<file path="config.mk">
export PLATFORM = sky130hd
export DESIGN_NAME = uart_alici
export DESIGN_NICKNAME = d
export VERILOG_FILES = /design/src/rtl/uart_alici_pkg.sv /design/src/rtl/uart_alici_senkronlayici.sv /design/src/rtl/uart_alici.sv
export SDC_FILE = /design/constraint.sdc
export NUM_CORES = 1
export LEC_CHECK = 0
export ABC_AREA = 0
export BUFFER_PORTS_ARGS = -buffer_cell sky130_fd_sc_hd__buf_2
export CAP_MARGIN = 20
export CORE_MARGIN = 10
export CORE_UTILIZATION = 55
export DETAILED_ROUTE_END_ITERATION = 10
export GPL_TIMING_DRIVEN = 0
export MAX_ROUTING_LAYER = met4
export PLACE_DENSITY = 0.86
export SLEW_MARGIN = 20
export SYNTH_ARGS = -nofsm -noshare
export SYNTH_HDL_FRONTEND = slang
export SYNTH_SLANG_ARGS = --single-unit
</file>
<file path="constraint.sdc">
create_clock -name clk_i -period 3.78 [get_ports clk_i]
set_input_delay 0.567 -clock clk_i [delete_from_list [all_inputs] [get_ports clk_i]]
set_output_delay 0.567 -clock clk_i [all_outputs]
set_load 0.01 [all_outputs]
</file>
<file path="src/rtl/uart_alici_pkg.sv">
// Shared constants and FSM state codes for the uart_alici receiver.
`timescale 1ns/1ps
package uart_alici_pkg;

   localparam int UART_VERI_BIT = 8;
   localparam int UART_MIN_DIV  = 4;

   typedef enum logic [2:0] {
      ALICI_BOSTA,
      ALICI_BASLA,
      ALICI_VERI,
      ALICI_DUR,
      ALICI_BEKLE
   } alici_durum_e;

endpackage

</file>
<file path="src/rtl/uart_alici_senkronlayici.sv">
// Multi-flop synchronizer for a single asynchronous input, with a
// configurable reset value so idle-high lines come out of reset idle.
`timescale 1ns/1ps
module uart_alici_senkronlayici #(
   parameter int   KADEME       = 2,
   parameter logic RESET_DEGERI = 1'b1
) (
   input  logic clk,
   input  logic rst_n,
   input  logic giris,
   output logic cikis
);

   logic [KADEME-1:0] zincir;

   always_ff @(posedge clk or negedge rst_n) begin
      if (!rst_n) zincir <= {KADEME{RESET_DEGERI}};
      else        zincir <= {zincir[KADEME-2:0], giris};
   end

   assign cikis = zincir[KADEME-1];

endmodule

</file>
<file path="src/rtl/uart_alici.sv">
// 8N1 UART receiver: mid-bit sampling of the synchronized rx line, byte
// delivery over valid/ready, framing-error and overrun pulses.
`timescale 1ns/1ps
module uart_alici
   import uart_alici_pkg::*;
#(
   parameter int SENK_KADEME = 2,
   parameter int VERI_BIT    = UART_VERI_BIT
) (
   input  logic                clk_i,
   input  logic                rstn_i,
   input  logic                rx,
   input  logic [15:0]         baud_div_i,
   output logic [VERI_BIT-1:0] veri_o,
   output logic                veri_gecerli_o,
   input  logic                veri_hazir_i,
   output logic                cerceve_hatasi_o,
   output logic                tasma_o
);

   localparam int IDX_W = $clog2(VERI_BIT);
   localparam logic [IDX_W-1:0] SON_IDX = IDX_W'(VERI_BIT - 1);

   logic                rx_s;
   alici_durum_e        durum;
   logic [15:0]         sayac;
   logic [15:0]         div_r;
   logic [IDX_W-1:0]    idx;
   logic [VERI_BIT-1:0] kaydirma;
   logic [15:0]         yarim_son;
   logic [15:0]         bit_son;

   uart_alici_senkronlayici #(
      .KADEME       (SENK_KADEME),
      .RESET_DEGERI (1'b1)
   ) u_senk (
      .clk   (clk_i),
      .rst_n (rstn_i),
      .giris (rx),
      .cikis (rx_s)
   );

   // Terminal counts come from the frame-frozen divisor, never the live input.
   assign yarim_son = (div_r >> 1) - 16'd1;
   assign bit_son   = div_r - 16'd1;

   always_ff @(posedge clk_i or negedge rstn_i) begin
      if (!rstn_i) begin
         durum            <= ALICI_BOSTA;
         sayac            <= '0;
         div_r            <= '0;
         idx              <= '0;
         kaydirma         <= '0;
         veri_o           <= '0;
         veri_gecerli_o   <= 1'b0;
         cerceve_hatasi_o <= 1'b0;
         tasma_o          <= 1'b0;
      end else begin
         // NOTE: pulses default low every cycle with <=; a later assignment
         // in this same block wins, which is how the one-cycle pulses form.
         cerceve_hatasi_o <= 1'b0;
         tasma_o          <= 1'b0;
         if (veri_gecerli_o && veri_hazir_i) veri_gecerli_o <= 1'b0;

         case (durum)
            ALICI_BOSTA: begin
               if (!rx_s && (baud_div_i >= 16'(UART_MIN_DIV))) begin
                  div_r <= baud_div_i;
                  sayac <= '0;
                  durum <= ALICI_BASLA;
               end
            end

            ALICI_BASLA: begin
               if (sayac == yarim_son) begin
                  if (!rx_s) begin
                     sayac <= '0;
                     idx   <= '0;
                     durum <= ALICI_VERI;
                  end else begin
                     durum <= ALICI_BOSTA;
                  end
               end else begin
                  sayac <= sayac + 16'd1;
               end
            end

            ALICI_VERI: begin
               if (sayac == bit_son) begin
                  kaydirma <= {rx_s, kaydirma[VERI_BIT-1:1]};
                  sayac    <= '0;
                  if (idx == SON_IDX) durum <= ALICI_DUR;
                  else                idx   <= idx + 1'b1;
               end else begin
                  sayac <= sayac + 16'd1;
               end
            end

            ALICI_DUR: begin
               if (sayac == bit_son) begin
                  sayac <= '0;
                  if (rx_s) begin
                     durum <= ALICI_BOSTA;
                     // A slot is free if empty or being drained this very cycle.
                     if (!veri_gecerli_o || veri_hazir_i) begin
                        veri_o         <= kaydirma;
                        veri_gecerli_o <= 1'b1;
                     end else begin
                        tasma_o <= 1'b1;
                     end
                  end else begin
                     cerceve_hatasi_o <= 1'b1;
                     durum            <= ALICI_BEKLE;
                  end
               end else begin
                  sayac <= sayac + 16'd1;
               end
            end

            ALICI_BEKLE: begin
               if (rx_s) durum <= ALICI_BOSTA;
            end

            default: durum <= ALICI_BOSTA;
         endcase
      end
   end

endmodule
</file>
==> metrics.txt <==
# TYPE chip_impl_metric gauge
chip_impl_metric{name="cts.sinks",unit=""} 59
chip_impl_info{name="run_status",value="finished, final reports clean"} 1
chip_impl_metric{name="syn_nets",unit=""} 392
chip_impl_metric{name="postPlaceCellArea",unit="µm²"} 3920
chip_impl_metric{name="layout_nets",unit=""} 434
chip_impl_info{name="path_cells",value="inv_1 > ha_1 > or4b_4 > nor3_4 > nand4_1 > a2111o_1 > nor4_4 > buf_4 > nor2b_1 > nor2_4 > buf_2 > o2bb2ai_1"} 1
chip_impl_metric{name="areaGrowthSynthToFinish",unit="%"} 13.7
chip_impl_metric{name="initial_core_util",unit=""} 0.571
chip_impl_metric{name="postSynthRegisterBits",unit=""} 59
chip_impl_metric{name="cts.hold.buffers_added",unit=""} 0
chip_impl_info{name="cts_tree",value="yes"} 1
chip_impl_metric{name="numCtsBuffers",unit=""} 9
chip_impl_metric{name="yosys_warnings",unit=""} 0
chip_impl_metric{name="syn_area",unit="µm²"} 3670
chip_impl_metric{name="dr.pass1.iters",unit=""} 5
chip_impl_metric{name="fillers",unit=""} 498
chip_impl_info{name="crit-reg2reg-launch",value="div_r[2]"} 1
chip_impl_metric{name="final_period_minus_worst_setup_slack",unit="ps"} 3590
chip_impl_metric{name="critical_path_required",unit="ps"} 4010
chip_impl_metric{name="fin_area",unit="µm²"} 4170
chip_impl_metric{name="async_flop_share",unit=""} 1.00
chip_impl_info{name="worstSetupStartpointType",value="register"} 1
chip_impl_metric{name="clockBufferDepth",unit=""} 2
chip_impl_metric{name="drc",unit=""} 0
chip_impl_metric{name="route.detailed.vias_per_inst",unit=""} 6.23
chip_impl_metric{name="crit_arrival",unit="ps"} 3820
chip_impl_metric{name="grt_max_degree",unit=""} 60
chip_impl_metric{name="number_of_i_o_port_buffers",unit=""} 30
chip_impl_metric{name="postRouteAntennaNets",unit=""} 0
chip_impl_metric{name="fin_skew",unit="ps"} 7.67
chip_impl_metric{name="max_clock_freq",unit="MHz"} 279
chip_impl_metric{name="regArea",unit="µm²"} 1480
chip_impl_metric{name="max-cap-violations",unit=""} 0
chip_impl_metric{name="floorplan.rows",unit=""} 29
chip_impl_metric{name="power_density",unit="nW/µm²"} 579
chip_impl_metric{name="wire_length_of_the_first_global_routing_pass",unit="µm"} 14300
chip_impl_metric{name="dieHeight",unit="µm"} 102
chip_impl_metric{name="dr.first_iter.drc_count",unit=""} 226
chip_impl_metric{name="clkLatencyLatePin",unit="ps"} 350
chip_impl_metric{name="max-slew-margin-rel",unit=""} 0.500
chip_impl_metric{name="globalRouteOverflowTotal",unit=""} 0
chip_impl_metric{name="worst_setup_hold_path_clk_slew",unit="ps"} 70
chip_impl_metric{name="crit_path_max_fanout",unit=""} 10
chip_impl_metric{name="place.detailed.hpwl",unit="µm"} 6240
chip_impl_metric{name="tightestPinTransition",unit="ps"} 750
chip_impl_metric{name="drt-wirelength-per-cell",unit="µm"} 17.7
chip_impl_metric{name="multi_input_logic_area",unit="µm²"} 2090
chip_impl_metric{name="chipWidth",unit="µm"} 102
chip_impl_metric{name="edff_count_synth",unit=""} 0
chip_impl_metric{name="core_box_area",unit="µm²"} 6420
chip_impl_metric{name="rrSetupSlack",unit="ps"} 190
chip_impl_info{name="worstSetupPathType",value="register to register"} 1
chip_impl_info{name="critical-path-slowest-cell",value="or4b_4"} 1
chip_impl_info{name="hold_path_class",value="input pin to async pin"} 1
chip_impl_info{name="post_synth_main_area_contributors",value="dfrtp_1 39%, mux2_2 8.0%, xnor2_1 5.5%, o2bb2ai_1 4.1%, xor2_1 3.1%"} 1
chip_impl_metric{name="post-route-util",unit=""} 0.650
chip_impl_metric{name="route.final.wire_length",unit="µm"} 8700
chip_impl_info{name="clockRootBuffer",value="clkbuf_8"} 1
chip_impl_metric{name="grtUsageTotal",unit=""} 0.177
chip_impl_metric{name="diodes",unit=""} 0
chip_impl_metric{name="synthesis.instances",unit=""} 367
chip_impl_metric{name="timing.hold.ws",unit="ps"} 274
chip_impl_metric{name="antenna_violations_before_repair",unit=""} 0
chip_impl_metric{name="synth_top_cell_area_share",unit=""} 0.389
chip_impl_info{name="worst_setup_path_end_kind",value="register"} 1
chip_impl_metric{name="setup-tns-final",unit="ps"} 0
chip_impl_metric{name="htreeDepth",unit=""} 3
chip_impl_metric{name="setup_violations",unit=""} 0
chip_impl_metric{name="synth.yosys.seq_area_share",unit=""} 0.403
chip_impl_metric{name="gp_congestion",unit=""} 0.941
chip_impl_info{name="synth_area_leader_cell",value="dfrtp_1"} 1
chip_impl_info{name="yosys_most_used_dff",value="dfrtp_1"} 1
chip_impl_metric{name="ir_worst_vdd",unit="mV"} 0.338
chip_impl_metric{name="netlist-cell-type-count",unit=""} 59
chip_impl_metric{name="critical-path-max-stage-delay",unit="ps"} 560
chip_impl_info{name="grt_setup_unrepaired",value="false"} 1
chip_impl_metric{name="power.static_leakage",unit="nW"} 1.76
chip_impl_metric{name="timing.reg2reg.worst_path_depth",unit=""} 12
chip_impl_metric{name="final_min_period_over_clock_period",unit=""} 0.950
chip_impl_metric{name="total_via_count_after_detailed_routing",unit=""} 3058
chip_impl_info{name="regToRegEndpoint",value="sayac[7]"} 1
chip_impl_metric{name="io_pins",unit=""} 31
chip_impl_metric{name="postSynthAreaPerCell",unit="µm²"} 9.99
chip_impl_metric{name="drive_above_1_share",unit=""} 0.237
chip_impl_metric{name="grt_pass1_vias",unit=""} 3062
chip_impl_metric{name="dieArea",unit="µm²"} 10300
chip_impl_metric{name="slew_viols_final",unit=""} 0
chip_impl_metric{name="finalHoldViolCount",unit=""} 0
how the worst max path moves through the flow:
stage / to / cells after the start / from
detailed placement: veri_o[7] / 11 / div_r[2]
global placement: veri_o[0] / 11 / div_r[2]
CTS: sayac[7] / 11 / div_r[2]
global route: sayac[5] / 10 / div_r[8]
floorplan: veri_o[0] / 11 / div_r[2]
finish: sayac[7] / 12 / div_r[2]
state kept, by name, indices dropped and copies added (netlist names):
register and cells:
div_r 16, sayac 16, kaydirma 8, veri_o 8, durum 3, idx 3, u_senk.zincir 2, cerceve_hatasi_o 1
tasma_o 1, veri_gecerli_o 1
per-stage QoR:
stage	instances	total power [mW]	worst slack [ps]
after floorplan	367	1.55	508
after global placement	474	1.71	123
after detailed placement	474	1.77	24.1
after CTS	490	2.39	32.8
after global routing	491	2.54	3.12
final	491	2.42	190
final cells by class:
class	count	share of cell area
multi-input cells	273	0.501
flip-flops and latches	59	0.355
repair buffers	31	0.0384
clock buffers	9	0.0297
plain buffers	30	0.0294
well taps	77	0.0231
clock inverters	7	0.0195
inverters	5	0.00450
power by group:
group	internal [mW]	total, mW	switching, mW
clock	0.314	0.600	0.285
sequential	0.723	0.824	0.100
combinational	0.414	0.992	0.578
total	1.45	2.42	0.964
cells in the mapped netlist (11+ instances only):
cell type / count
a21oi_1: 11
clkbuf_1: 21
dfrtp_1: 57
mux2_2: 26
mux2i_1: 11
nand2_1: 18
nand3_1: 12
nor2_1: 26
nor3_1: 12
nor4_1: 11
o2bb2ai_1: 17
xnor2_1: 23
xor2_1: 13
critical path: cells and delay by family, from the launching register on:
family / cells / cell delay (ps)
fa+ha+maj: 1 / 290
flops: 1 / 460
compound gates: 2 / 600
simple gates: 6 / 1530
buf+inv: 3 / 580
kinds of logic after synthesis:
kind of cell | share of synthesized area
compound gates | 0.126
xor+xnor | 0.0860
fa+ha+maj | 0.0171
buf+inv | 0.0386
flops | 0.403
mux | 0.134
simple gates | 0.194
cells in the final DEF, fill, tap and decap left out, drive strengths merged, types with 3 or more instances in the layout:
master,n
a21oi,11
a31o,3
and3,7
buf,40
clkbuf,30
dfrtp,57
ha,5
inv,9
mux2,34
mux2i,11
nand2,18
nand2b,3
nand3,12
nand4,7
nand4b,3
nor2,27
nor2b,9
nor3,13
nor4,12
o211ai,3
o21ai,6
o2bb2ai,17
o31ai,3
or3,3
xnor2,23
xor2,13
what timing repair did:
| item | 4_1_cts | 5_1_grt |
|---|---|---|
| pin swaps | 1 | 1 |
| setup endpoints to repair | 4 | 26 |
| setup buffers | 0 | 1 |
| gates resized for setup | 0 | 7 |
layer usage:
metal | global-route usage | routed length [µm] | vias up
met2 | 0.290 | 4430 | 118
met4 | 0.0726 | 210 | 0
met5 | - | 0 | -
met3 | 0.0504 | 500 | 28
met1 | 0.199 | 3560 | 1481
li1 | - | - | 1431
Note: power is estimated with default switching activity, not from simulation.
